**config.mk**
```make
export PLATFORM = sky130hd
export DESIGN_NAME = stopwatch_bcd_core_flat
export DESIGN_NICKNAME = d
export VERILOG_FILES = /design/src/rtl/stopwatch_bcd_core_if.sv /design/src/rtl/stopwatch_bcd_core.sv /design/src/flat_wrapper.sv
export SDC_FILE = /design/constraint.sdc
export NUM_CORES = 1
export LEC_CHECK = 0
export CAP_MARGIN = 20
export CORE_MARGIN = 3
export CORE_UTILIZATION = 38
export CTS_CLUSTER_DIAMETER = 100
export CTS_CLUSTER_SIZE = 30
export DETAILED_ROUTE_END_ITERATION = 8
export HOLD_SLACK_MARGIN = 0.03
export MAX_ROUTING_LAYER = met4
export SLEW_MARGIN = 20
export SYNTH_ARGS = -nofsm -noshare
export SYNTH_HDL_FRONTEND = slang
export SYNTH_SLANG_ARGS = --single-unit
```
**constraint.sdc**
```tcl
create_clock -name clk -period 3.1 [get_ports clk]
set_input_delay 0.62 -clock clk [delete_from_list [all_inputs] [get_ports clk]]
set_output_delay 0.62 -clock clk [all_outputs]
set_load 0.02 [all_outputs]
```
**src/rtl/stopwatch_bcd_core_if.sv**
```systemverilog
// Signal bundle for stopwatch_bcd_core.
// Optional macro: LAP_EN adds the raw 'lap' button input.
// Signalling: 'tick' is a one-cycle strobe with no backpressure; it is
// acted on only in RUN and dropped otherwise. Buttons are raw levels that
// the core synchronizes itself. Outputs are registered levels that are
// valid every cycle. No valid/ready pair exists on this block.
interface stopwatch_bcd_core_if;
  logic        tick;
  logic        start_stop;
  logic [1:0]  mode;
  logic [7:0]  ext_load;
  logic [15:0] digits;
  logic        running;
  logic        done;
  logic [1:0]  dbg_state;
`ifdef LAP_EN
  logic        lap;

  modport master (output tick, start_stop, lap, mode, ext_load,
                  input  digits, running, done, dbg_state);
  modport slave  (input  tick, start_stop, lap, mode, ext_load,
                  output digits, running, done, dbg_state);
`else
  modport master (output tick, start_stop, mode, ext_load,
                  input  digits, running, done, dbg_state);
  modport slave  (input  tick, start_stop, mode, ext_load,
                  output digits, running, done, dbg_state);
`endif
endinterface

```
**src/rtl/stopwatch_bcd_core.sv**
```systemverilog
// Stopwatch timekeeping core: 4-digit BCD count SS.hh, up/down with preset,
// start/stop button synchronized, debounced and edge-detected in here.
// Optional macro: LAP_EN adds a lap button that freezes the displayed value
// while the count keeps running.
// dbg_state exposes the FSM state (0 IDLE, 1 RUN, 2 PAUSE, 3 DONE).

// Button conditioner: 2-flop synchronizer, stability counter, rising-edge
// pulse. The accepted level follows the synchronized level only after it
// has disagreed for DEBOUNCE_CYCLES consecutive cycles.
module stopwatch_bcd_core_db #(
  parameter int DEBOUNCE_CYCLES = 16,
  parameter int DB_W            = 5
) (
  input  logic clk,
  input  logic reset,
  input  logic i_raw,
  output logic o_press
);
  logic            r_meta;
  logic            r_sync;
  logic [DB_W-1:0] r_cnt;
  logic            r_level;
  logic            r_level_d;
  logic            r_press;

  // Synchronize, debounce and register the rising edge of the accepted level.
  always_ff @(posedge clk or posedge reset) begin
    if (reset) begin
      r_meta    <= 1'b0;
      r_sync    <= 1'b0;
      r_cnt     <= '0;
      r_level   <= 1'b0;
      r_level_d <= 1'b0;
      r_press   <= 1'b0;
    end else begin
      r_meta    <= i_raw;
      r_sync    <= r_meta;
      if (r_sync == r_level) begin
        r_cnt <= '0;
      end else if (r_cnt == DB_W'(DEBOUNCE_CYCLES - 1)) begin
        r_cnt   <= '0;
        r_level <= r_sync;
      end else begin
        r_cnt <= r_cnt + 1'b1;
      end
      r_level_d <= r_level;
      r_press   <= r_level & ~r_level_d;
    end
  end

  assign o_press = r_press;
endmodule

module stopwatch_bcd_core #(
  parameter int DEBOUNCE_CYCLES = 16,
  parameter int DB_W            = 5
) (
  input  logic                 clk,
  input  logic                 reset,
  stopwatch_bcd_core_if.slave  bus
);
  typedef enum logic [1:0] {
    ST_IDLE  = 2'd0,
    ST_RUN   = 2'd1,
    ST_PAUSE = 2'd2,
    ST_DONE  = 2'd3
  } state_t;

  state_t      r_state;
  state_t      w_state_next;
  logic [15:0] r_count;
  logic [15:0] w_count_next;
  logic [15:0] r_disp;
  logic [15:0] w_disp_next;
  logic [1:0]  r_mode;
  logic        r_running;
  logic        r_done;
  logic        w_press;
  logic        w_up;
  logic        w_mode_chg;
  logic [15:0] w_preset;
  logic [15:0] w_step;
  logic        w_limit_hit;

  function automatic logic [3:0] clamp9(input logic [3:0] d);
    return (d > 4'd9) ? 4'd9 : d;
  endfunction

  function automatic logic [15:0] bcd_inc(input logic [15:0] v);
    logic [15:0] r;
    logic        c;
    r = v;
    c = 1'b1;
    for (int i = 0; i < 4; i++) begin
      if (c) begin
        if (r[i*4 +: 4] >= 4'd9) begin
          r[i*4 +: 4] = 4'd0;
        end else begin
          r[i*4 +: 4] = r[i*4 +: 4] + 4'd1;
          c = 1'b0;
        end
      end
    end
    return r;
  endfunction

  function automatic logic [15:0] bcd_dec(input logic [15:0] v);
    logic [15:0] r;
    logic        b;
    r = v;
    b = 1'b1;
    for (int i = 0; i < 4; i++) begin
      if (b) begin
        if (r[i*4 +: 4] == 4'd0) begin
          r[i*4 +: 4] = 4'd9;
        end else begin
          r[i*4 +: 4] = r[i*4 +: 4] - 4'd1;
          b = 1'b0;
        end
      end
    end
    return r;
  endfunction

  stopwatch_bcd_core_db #(
    .DEBOUNCE_CYCLES (DEBOUNCE_CYCLES),
    .DB_W            (DB_W)
  ) u_db_start (
    .clk     (clk),
    .reset   (reset),
    .i_raw   (bus.start_stop),
    .o_press (w_press)
  );

  assign w_up       = ~bus.mode[1];
  assign w_mode_chg = (bus.mode != r_mode);
  assign w_step     = w_up ? bcd_inc(r_count) : bcd_dec(r_count);
  assign w_limit_hit = w_up ? (w_step == 16'h9999) : (w_step == 16'h0000);

  // Preset for the current mode, ext_load digits clamped to 9.
  always_comb begin
    w_preset = 16'h0000;
    case (bus.mode)
      2'b00:   w_preset = 16'h0000;
      2'b10:   w_preset = 16'h9999;
      default: w_preset = {clamp9(bus.ext_load[7:4]), clamp9(bus.ext_load[3:0]), 8'h00};
    endcase
  end

  // Next state and next count; a mode change beats press and tick.
  always_comb begin
    w_state_next = r_state;
    w_count_next = r_count;
    if (w_mode_chg) begin
      w_state_next = ST_IDLE;
    end else begin
      case (r_state)
        ST_IDLE: begin
          if (w_press) begin
            // Counting down from 00.00 has nothing to do.
            if (!w_up && (w_preset == 16'h0000)) w_state_next = ST_DONE;
            else                                 w_state_next = ST_RUN;
          end
        end
        ST_RUN: begin
          if (bus.tick) begin
            w_count_next = w_step;
            if (w_limit_hit)  w_state_next = ST_DONE;
            else if (w_press) w_state_next = ST_PAUSE;
          end else if (w_press) begin
            w_state_next = ST_PAUSE;
          end
        end
        ST_PAUSE: if (w_press) w_state_next = ST_RUN;
        ST_DONE:  if (w_press) w_state_next = ST_IDLE;
        default:  w_state_next = ST_IDLE;
      endcase
    end
    // IDLE tracks the preset continuously, and every entry to IDLE reloads it.
    if ((r_state == ST_IDLE) || (w_state_next == ST_IDLE)) w_count_next = w_preset;
  end

`ifdef LAP_EN
  logic        w_lap_press;
  logic        r_lap_frozen;
  logic        w_lap_frozen_next;
  logic [15:0] r_lap_val;
  logic [15:0] w_lap_val_next;

  stopwatch_bcd_core_db #(
    .DEBOUNCE_CYCLES (DEBOUNCE_CYCLES),
    .DB_W            (DB_W)
  ) u_db_lap (
    .clk     (clk),
    .reset   (reset),
    .i_raw   (bus.lap),
    .o_press (w_lap_press)
  );

  // Lap presses toggle the frozen view, only while running.
  always_comb begin
    w_lap_frozen_next = r_lap_frozen;
    w_lap_val_next    = r_lap_val;
    if (w_mode_chg || (w_state_next == ST_IDLE)) begin
      w_lap_frozen_next = 1'b0;
    end else if (w_lap_press && (r_state == ST_RUN)) begin
      if (r_lap_frozen) begin
        w_lap_frozen_next = 1'b0;
      end else begin
        w_lap_frozen_next = 1'b1;
        w_lap_val_next    = r_count;
      end
    end
    w_disp_next = w_lap_frozen_next ? w_lap_val_next : w_count_next;
  end

  // Lap register and frozen flag.
  always_ff @(posedge clk or posedge reset) begin
    if (reset) begin
      r_lap_frozen <= 1'b0;
      r_lap_val    <= 16'h0000;
    end else begin
      r_lap_frozen <= w_lap_frozen_next;
      r_lap_val    <= w_lap_val_next;
    end
  end
`else
  assign w_disp_next = w_count_next;
`endif

  // State, count and registered outputs.
  always_ff @(posedge clk or posedge reset) begin
    if (reset) begin
      r_state   <= ST_IDLE;
      r_count   <= 16'h0000;
      r_disp    <= 16'h0000;
      r_mode    <= 2'b00;
      r_running <= 1'b0;
      r_done    <= 1'b0;
    end else begin
      r_state   <= w_state_next;
      r_count   <= w_count_next;
      r_disp    <= w_disp_next;
      r_mode    <= bus.mode;
      r_running <= (w_state_next == ST_RUN);
      r_done    <= (w_state_next == ST_DONE);
    end
  end

  assign bus.digits    = r_disp;
  assign bus.running   = r_running;
  assign bus.done      = r_done;
  assign bus.dbg_state = r_state;
endmodule

```
**src/flat_wrapper.sv**
```systemverilog
// flat-port wrapper written by rule: the top's interface ports become plain ports
module stopwatch_bcd_core_flat 
#(
  parameter int DEBOUNCE_CYCLES = 16,
  parameter int DB_W            = 5
)
  (clk, reset, bus_tick, bus_start_stop, bus_mode, bus_ext_load, bus_digits, bus_running, bus_done, bus_dbg_state);
  stopwatch_bcd_core_if bus_i ();
  input  logic clk;
  input  logic reset;
  input wire logic [$bits(bus_i.tick)-1:0] bus_tick;
  input wire logic [$bits(bus_i.start_stop)-1:0] bus_start_stop;
  input wire logic [$bits(bus_i.mode)-1:0] bus_mode;
  input wire logic [$bits(bus_i.ext_load)-1:0] bus_ext_load;
  output wire logic [$bits(bus_i.digits)-1:0] bus_digits;
  output wire logic [$bits(bus_i.running)-1:0] bus_running;
  output wire logic [$bits(bus_i.done)-1:0] bus_done;
  output wire logic [$bits(bus_i.dbg_state)-1:0] bus_dbg_state;
  assign bus_i.tick = bus_tick;
  assign bus_i.start_stop = bus_start_stop;
  assign bus_i.mode = bus_mode;
  assign bus_i.ext_load = bus_ext_load;
  assign bus_digits = bus_i.digits;
  assign bus_running = bus_i.running;
  assign bus_done = bus_i.done;
  assign bus_dbg_state = bus_i.dbg_state;
  stopwatch_bcd_core #(.DEBOUNCE_CYCLES(DEBOUNCE_CYCLES), .DB_W(DB_W)) u_core (.clk(clk), .reset(reset), .bus(bus_i));
endmodule
```
==> PnR_summary.wiki, run 1 <==
{| class="wikitable"
! Metric !! Value
|-
| Overall power after layout || 1.14 mW
|-
| CTS root buffer || clkbuf_8
|-
| Type of element capturing the critical path || register
|-
| Number of buffers added on ports || 33
|-
| Critical register-to-register path startpoint || u_core.r_count[1]$_DFFE_PP0P_
|-
| Part of the cycle the worst path needs || 95.1%
|-
| Data arrival at the endpoint of the critical path || 3.14 ns
|-
| Post-route standard cell area excluding fillers || 3350 um2
|-
| Startpoint types || register
|-
| Iteration count of the initial detailed-routing pass || 5
|-
| Hold Crit Class || register to register
|-
| Area enclosed by the die boundary || 7880 um2
|-
| Synthesized net count || 339
|-
| Number of global-route vias before repair || 2509
|-
| Switch Pwr || 0.349 mW
|-
| Yosys warning count || 0
|-
| Maximum clock path buffer count || 2
|-
| Skew-Pair Late Insertion Delay || 0.29 ns
|-
| Area of the core || 6490 um2
|-
| Net switching share of the total power || 30.5%
|-
| Cell count after synthesis || 312
|-
| First-iteration detailed-routing DRC count || 263
|-
| Via density || 6.03
|-
| Total negative slack || 0 ns
|-
| Sum of routed wire length over all layers || 7.90 mm
|-
| Async set-or-reset flop fraction in the synthesized netlist || 100%
|-
| Clock period minus final worst setup slack || 2.95 ns
|-
| Final Hold Vio Count || 0
|-
| Count of final setup violators || 0
|-
| Setup repair after global routing missed its margin || false
|-
| Biggest fanout along the worst timing path || 7
|-
| P_int || 0.793 mW
|-
| Clock transition at the registers of the reported paths || 0.08 ns
|-
| Max-slew headroom at the worst pin || 65.4%
|-
| Horizontal extent of the die || 88.8 um
|-
| Most used cells in the layout excluding fill and tap cells || buf_4 (36), clkdlybuf4s50_1 (33), dfrtp_1 (32)
|-
| Number of nets in the finished design || 395
|-
| Number of distinct library cells after synthesis || 63
|-
| Final weighted congestion of routability-driven global placement || 0.977
|-
| Count of flip-flops with a built-in enable after synthesis || 0
|-
| Synth-to-Final Area Change || 28.6%
|-
| Most common flop cell mapped by yosys || dfrtp_1
|-
| Mean area per synthesized cell || 8.35 um2
|-
| Power density normalized to cell area || 341 nW/um2
|-
| TritonCTS clock tree || yes
|-
| Total of max-cap violations || 0
|-
| HP Start || u_core.u_db_start.r_meta$_DFF_PP0_
|-
| Worst slew pin tran || 0.506 ns
|-
| Proportion of synthesized chip area in sequential cells || 30.8%
|-
| Leftover overflow at the end of global routing || 0
|-
| Per-cell routed wire length || 17.7 um
|-
| Fraction of final layout cells with drive strength greater than 1 || 17.3%
|-
| Estimated wirelength of the detail-placed design || 5.98 mm
|-
| Slowest cell delay on critical path || 0.48 ns
|-
| Share of total power in combinational logic || 23.1%
|-
| Effective utilization at floorplan || 40.1%
|-
| Number of antenna violations at the first check in global routing || 0
|-
| Clock network power share || 37.4%
|-
| Maximum number of pins on one net before global-route repair || 33
|-
| Cell chain of the critical path || inv_1, ha_2, or3b_4, o2111a_1, mux4_2, a2111o_1, nor4_4, o211ai_1, a41o_1
|-
| Number of buffers created by CTS || 5
|-
| Register bit total from synthesis || 32
|-
| Routed vias || 2691
|-
| Reg power frac || 39.6%
|-
| Final slew viol count || 0
|-
| Placed Instance Area || 3210 um2
|-
| Global-route wire length before repair || 13.0 mm
|-
| Status || completed
|-
| P_leak || 1.38 nW
|-
| Count of antenna-violating nets left after detailed routing || 0
|-
| Type of the worst setup path || register to register
|-
| Fmax || 339 MHz
|-
| Residual DRC || 0
|-
| Deepest level of the CTS H-tree || 2
|-
| Number of filler instances in the final layout || 608
|-
| Final antenna diode count || 0
|-
| Overall fraction of global-route tracks in use || 22.1%
|-
| Synthesized cell area || 2600 um2
|-
| Number of sinks handled by clock tree synthesis || 32
|-
| Std-Cell Rows || 29
|-
| Slowest library cell on the worst path || mux4_2
|-
| I/O pin count || 34
|-
| Die span in y || 88.8 um
|-
| Layout Skew || 0.00806 ns
|-
| Worst EP required || 3.29 ns
|-
| Worst IR drop on VDD || 278 uV
|-
| Most frequent standard cell in the layout excluding fill and tap cells || buf_4
|-
| Origin of the worst setup path || u_core.r_count[1]$_DFFE_PP0P_
|}
-- cells by family (layout without fill, tap and decap cells) --
family / after synthesis / after routing / synth area share, %
compound gates: 92 / 92 / 24.2
xor+xnor: 6 / 6 / 2.02
mux: 8 / 8 / 3.65
fa+ha+maj: 13 / 13 / 6.25
buf+inv: 41 / 98 / 6.54
flops: 32 / 32 / 30.8
simple gates: 120 / 120 / 26.6
-- state kept, by name, indices dropped and copies added, names as in the netlist --
| signal | count |
|---|---|
| u_core.r_count | 16 |
| u_core.u_db_start.r_cnt | 5 |
| u_core.bus.dbg_state | 2 |
| u_core.r_mode | 2 |
| u_core.bus.done | 1 |
| u_core.bus.running | 1 |
| u_core.u_db_start.o_press | 1 |
| u_core.u_db_start.r_level | 1 |
| u_core.u_db_start.r_level_d | 1 |
| u_core.u_db_start.r_meta | 1 |
| u_core.u_db_start.r_sync | 1 |
-- final cells by class --
cell class                      count  area (um2)  area share, %
Clock buffer                        5        68.8           2.06
Inverter                           21        78.8           2.35
Timing Repair Buffer               69         601           17.9
Tap cell                           77        96.3           2.88
Sequential cell                    32         801           23.9
Multi-Input combinational cell    239        1660           49.5
Clock inverter                      3        46.3           1.38
-- path summary, 6_finish.rpt --
check | end | slack (ns) | cells after the start
min reg2reg | u_core.u_db_start.r_sync$_DFF_PP0_ | 0.35 | 0
min | u_core.u_db_start.r_sync$_DFF_PP0_ | 0.35 | 0
max in group asynchronous | u_core.r_count[9]$_DFFE_PP0P_ | 2.07 | 3
max reg2reg | u_core.bus.running$_DFF_PP0_ | 0.15 | 9
max | u_core.bus.running$_DFF_PP0_ | 0.15 | 9
min in group asynchronous | u_core.r_count[3]$_DFFE_PP0P_ | 0.72 | 3
-- layer usage --
metal	global-route usage [%]	part of all wire, %	routed length, um
met2	33.1	46	3610
met4	3.85	1.3	105
met5	-	0	0
met1	31.9	46	3670
met3	3.26	6.5	514
-- power by group through the flow --
stage               sequential, mW  clock (mW)  combinational, mW
detailed placement           0.460           0              0.257
floorplan                    0.462           0              0.148
finish                       0.452       0.427              0.264
global route                 0.455       0.457              0.288
global placement             0.459           0              0.258
CTS                          0.451       0.439              0.258
-- Yosys cell counts, types with 6 or more instances --
| master | count | area share [%] |
|---|---|---|
| nor2_1 | 25 | 3.6 |
| ha_1 | 13 | 6.2 |
| nand2_1 | 17 | 2.5 |
| a211oi_1 | 6 | 1.7 |
| o21ai_0 | 17 | 3.3 |
| o211ai_1 | 9 | 2.6 |
| nand4_1 | 8 | 1.9 |
| inv_1 | 21 | 3.0 |
| or3b_2 | 7 | 2.4 |
| clkbuf_1 | 17 | 2.5 |
| nand3_1 | 15 | 2.9 |
| nor3_1 | 8 | 1.5 |
| dfrtp_1 | 32 | 31 |
| a21oi_1 | 19 | 3.7 |
-- through the flow --
step / setup slack [ns] / cells / hold WS, ns / util (%)
2_1_floorplan: 0.170 / 312 / 0.331 / -
3_3_place_gp: 0.00608 / 438 / 0.338 / 49.4
3_5_place_dp: -0.0463 / 438 / 0.341 / 49.4
4_1_cts: 0.120 / 446 / 0.359 / 51.2
5_1_grt: 0.0163 / 446 / 0.363 / 51.6
6_report: 0.152 / 446 / 0.354 / 51.6
-- worst max-delay path, delay by kind of cell (launching register included) --
kind / cells / cell delay (ns)
AO/OA/AOI/OAI: 4 / 0.88
flip-flops: 1 / 0.38
multiplexers: 1 / 0.48
adder cells (fa/ha/maj): 1 / 0.26
buffers and inverters: 1 / 0.13
AND/OR/NAND/NOR: 2 / 0.71
-- repair_timing --
action                                  4_1_cts  5_1_grt
hold buffers                                  0        0
endpoints found under the setup margin        0        4
setup buffers                                 0        0
gates resized for setup                       0        5
Note: power is estimated with default switching activity, not from simulation.
==> run 2, diff against run 1 <==
CAP_MARGIN = 10   (was 20)
==> results of run 2 <==
Same layout as run 1: the final DEF is identical, and so are final timing and power.
==> run 3, diff against run 2 <==
ABC_AREA = 1   (was not set)
CORE_MARGIN = not set   (was 3)
SETUP_SLACK_MARGIN = 0.3   (was not set)
==> PnR_summary.wiki, run 3 <==
{| class="wikitable"
! Metric !! Value
|-
| Overall fraction of global-route tracks in use || 20.9% (-1.2 points)
|-
| Number of buffers created by CTS || 5 (unchanged)
|-
| Count of flip-flops with a built-in enable after synthesis || 0 (unchanged)
|-
| Origin of the worst setup path || u_core.r_count[1]$_DFFE_PP0P_
|-
| Length in cells of the worst reg-to-reg path || 22 (+13)
|-
| Number of sinks handled by clock tree synthesis || 32 (unchanged)
|-
| Dominant cell type by area after synthesis || dfrtp_1
|-
| Final Hold Vio Count || 0 (unchanged)
|-
| Routed vias || 2928 (+8.8%)
|-
| Status || completed
|-
| Type of the worst setup path || register to register
|-
| Synthesized net count || 464 (+37%)
|-
| Part of the cycle the worst path needs || 86.4% (-8.7 points)
|-
| Clock network power share || 33.8% (-3.6 points)
|-
| Horizontal extent of the die || 87.7 um (-1.2%)
|-
| P_int || 0.796 mW (+0.38%)
|-
| Yosys warning count || 0 (unchanged)
|-
| Max-slew headroom at the worst pin || 73.3% (+7.8 points)
|-
| Std-Cell Rows || 30 (+3.4%)
|-
| Setup repair after global routing missed its margin || true
|-
| Number of distinct library cells after synthesis || 32 (-49%)
|-
| Via density || 4.96 (-18%)
|-
| Final antenna diode count || 0 (unchanged)
|-
| Slowest cell delay on critical path || 0.39 ns (-0.09 ns)
|-
| Deepest level of the CTS H-tree || 2 (unchanged)
|-
| Endpoint of the most critical setup path || u_core.r_count[14]$_DFFE_PP0P_
|-
| CTS root buffer || clkbuf_8
|-
| Count of final setup violators || 0 (unchanged)
|-
| Post-CTS Hold Buffers || 0 (unchanged)
|-
| Critical register-to-register path startpoint || u_core.r_count[1]$_DFFE_PP0P_
|-
| Slowest library cell on the worst path || dfrtp_1
|-
| TritonCTS clock tree || yes
|-
| Number of nets in the finished design || 520 (+32%)
|-
| Final weighted congestion of routability-driven global placement || 0.890 (-8.9%)
|-
| Maximum clock path buffer count || 2 (unchanged)
|-
| Most Frequent Cell on Critical Path || nand2_8
|-
| Net switching share of the total power || 31.6% (+1.0 points)
|-
| Share of total power in combinational logic || 27.2% (+4.1 points)
|-
| Async set-or-reset flop fraction in the synthesized netlist || 100% (unchanged)
|-
| Iteration count of the initial detailed-routing pass || 4 (-1)
|-
| Cell count after synthesis || 437 (+40%)
|-
| Clock period minus final worst setup slack || 2.68 ns (-0.268 ns)
|-
| Worst slew pin tran || 0.401 ns (-0.104 ns)
|-
| Area enclosed by the die boundary || 7690 um2 (-2.4%)
|-
| Power density normalized to cell area || 307 nW/um2 (-10%)
|-
| Layout Skew || 0.00311 ns (-0.00495 ns)
|-
| Largest regs || u_core.r_count x16, u_core.u_db_start.r_cnt x5
|-
| Global-route wire length before repair || 12.2 mm (-6.2%)
|-
| Synth-to-Final Area Change || 35.8%
|-
| Maximum number of pins on one net before global-route repair || 33 (unchanged)
|-
| I/O pin count || 34 (unchanged)
|-
| Cell chain of the critical path || inv_2, ha_4, nand3_4, nand2_8, inv_6, nand2_8, nand2_4, nor2_4, nor2_2, inv_2, nand2_1, inv_1, nand3_2, o21ai_2, nand3_1, nand3_1, nand2_2, nand2_4, nand2_8, clkbuf_16, o21ai_4, nand2_1
|-
| Count of antenna-violating nets left after detailed routing || 0 (unchanged)
|-
| Biggest fanout along the worst timing path || 8 (+1)
|-
| Type of element capturing the critical path || register
|-
| Die span in y || 87.7 um (-1.2%)
|-
| Clock transition at the registers of the reported paths || 0.07 ns (about the same)
|-
| R2R setup slack || 0.42 ns (+0.27 ns)
|-
| Flip-flop count of the largest register, all copies and words added || 16 (unchanged)
|-
| Placed Instance Area || 3320 um2 (+3.4%)
|-
| Number of buffers added on ports || 33 (unchanged)
|-
| Proportion of synthesized chip area in sequential cells || 28.7% (-2.1 points)
|-
| Dominant cell by count in the synthesized netlist || nand2_1
|-
| Largest cells by area after synthesis || dfrtp_1 (29%), nand2_1 (18%), nand3_1 (8.8%)
|-
| Per-cell routed wire length || 12.8 um (-28%)
|-
| Min Hold Slack || 0.358 ns (+0.00380 ns)
|-
| Leftover overflow at the end of global routing || 0 (unchanged)
|-
| Most used cells in the layout excluding fill and tap cells || nand2_1 (125), nand3_1 (46), inv_1 (39)
|-
| Effective utilization at floorplan || 40.2% (+0.092 points)
|-
| FF-to-FF End || u_core.r_count[14]$_DFFE_PP0P_
|-
| Overall power after layout || 1.16 mW (+1.9%)
|-
| Fmax || 373 MHz (+10%)
|-
| Residual DRC || 0 (unchanged)
|-
| Reg power frac || 39.0% (-0.6 points)
|-
| First-iteration detailed-routing DRC count || 201 (-24%)
|-
| Hold Crit Class || register to register
|-
| Worst EP required || 3.27 ns (-0.02 ns)
|-
| Top cells by instance count after synthesis || nand2_1 (136), nand3_1 (49), nor2_1 (49)
|-
| Synthesized cell area || 2790 um2 (+7.2%)
|-
| Area share of the largest cell type after synthesis || 28.7% (-2.1 points)
|-
| Data arrival at the endpoint of the critical path || 2.85 ns (-0.29 ns)
|-
| Number of global-route vias before repair || 2658 (+5.9%)
|-
| Number of filler instances in the final layout || 658 (+8.2%)
|-
| Mean area per synthesized cell || 6.38 um2 (-23%)
|-
| Area of the core || 6940 um2 (+6.9%)
|-
| Skew-Pair Late Insertion Delay || 0.28 ns (about the same)
|-
| Most common flop cell mapped by yosys || dfrtp_1
|-
| Estimated wirelength of the detail-placed design || 5.52 mm (-7.6%)
|-
| Multi-input combinational cell area || 1930 um2 (+17%)
|-
| Fraction of final layout cells with drive strength greater than 1 || 22.9% (+5.5 points)
|-
| Most frequent standard cell in the layout excluding fill and tap cells || nand2_1
|-
| Number of antenna violations at the first check in global routing || 0 (unchanged)
|-
| Switch Pwr || 0.367 mW (+5.3%)
|-
| Sum of routed wire length over all layers || 7.54 mm (-4.5%)
|-
| Total of max-cap violations || 0 (unchanged)
|-
| Startpoint types || register
|-
| Post-route standard cell area excluding fillers || 3790 um2 (+13%)
|-
| Largest reg by FF count || u_core.r_count
|-
| P_leak || 1.85 nW (+34%)
|-
| Area used by sequential logic in the layout || 803 um2 (+0.31%)
|-
| Worst IR drop on VDD || 382 uV (+38%)
|-
| Final slew viol count || 0 (unchanged)
|-
| Register bit total from synthesis || 32 (unchanged)
|}
[run 3: changes by cell type after synthesis, moves of 6 or more]
cell	previous run	this run
a21oi_1	19	12
o21ai_1	0	14
or3b_2	7	0
nand3_1	15	49
inv_2	0	7
clkbuf_1	17	4
nor2_1	25	49
o211ai_1	9	3
nand2_1	17	136
inv_1	21	48
[run 3: power groups by stage]
stage	clock (mW)	combinational, mW	sequential (mW)
detailed placement	0	0.271	0.460
CTS	0.409	0.274	0.452
global placement	0	0.271	0.459
floorplan	0	0.173	0.465
global route	0.424	0.353	0.456
finish	0.394	0.316	0.454
[run 3: logic make-up (layout without fill, tap and decap cells)]
logic type | after synthesis | count (layout) | synth area share [%]
adders and majority gates | 13 | 13 | 5.83
AOI/OAI and AO/OA | 46 | 46 | 8.79
xor gates and xnor gates | 5 | 5 | 1.57
buffers and inverters | 69 | 126 | 10.3
and+or+nand+nor | 272 | 272 | 44.8
DFF | 32 | 32 | 28.7
[run 3: how the worst min path moves through the flow]
| stage | from | end | slack, ns | depth (start not counted) |
|---|---|---|---|---|
| after floorplan | u_core.u_db_start.r_meta$_DFF_PP0_ | u_core.u_db_start.r_sync$_DFF_PP0_ | 0.33 | 0 |
| after global placement | u_core.u_db_start.r_meta$_DFF_PP0_ | u_core.u_db_start.r_sync$_DFF_PP0_ | 0.34 | 0 |
| after detailed placement | u_core.u_db_start.r_meta$_DFF_PP0_ | u_core.u_db_start.r_sync$_DFF_PP0_ | 0.34 | 0 |
| after CTS | u_core.u_db_start.r_meta$_DFF_PP0_ | u_core.u_db_start.r_sync$_DFF_PP0_ | 0.36 | 0 |
| after global routing | u_core.u_db_start.r_meta$_DFF_PP0_ | u_core.u_db_start.r_sync$_DFF_PP0_ | 0.37 | 0 |
| final | u_core.u_db_start.r_meta$_DFF_PP0_ | u_core.u_db_start.r_sync$_DFF_PP0_ | 0.36 | 0 |
[run 3: area by class of cell]
cell class | instances | share of cell area (%)
clock inverters | 3 | 1.12
inverters | 59 | 6.11
repair buffers | 59 | 15.6
multi-input cells | 336 | 51.0
clock buffers | 5 | 1.82
flip-flops and latches | 32 | 21.2
well taps | 96 | 3.17
[run 3: worst max-delay path, delay by kind of cell, from the launching register on]
family / cells / cell delay [ns]
compound gates: 2 / 0.28
fa+ha+maj: 1 / 0.21
buf+inv: 5 / 0.47
flops: 1 / 0.39
simple gates: 14 / 1.21
[run 3: per-stage QoR]
step           worst slack [ns]  setup TNS [ns]  util (%)  instances
3_5_place_dp            -0.0379          -0.273      47.8        573
5_1_grt                   0.227               0      54.6        590
6_report                  0.420               0      54.6        590
3_3_place_gp             0.0381               0      47.8        573
2_1_floorplan             0.349               0         -        437
4_1_cts                   0.314               0      49.8        582
[run 3: repair_timing]
item / in CTS / in global routing
setup buffers: 1 / 7
cloned: 0 / 1
setup endpoints to repair: 16 / 16
pin swaps: 1 / 25
gates resized for setup: 5 / 75
[run 3: per-layer routing]
metal / routed length (um) / global-route usage [%] / vias to the layer above
li1: - / - / 1506
met1: 3540 / 29.2 / 1326
met2: 3450 / 31.6 / 86
met3: 415 / 2.36 / 10
met4: 138 / 6.71 / 0
met5: 0 / - / -
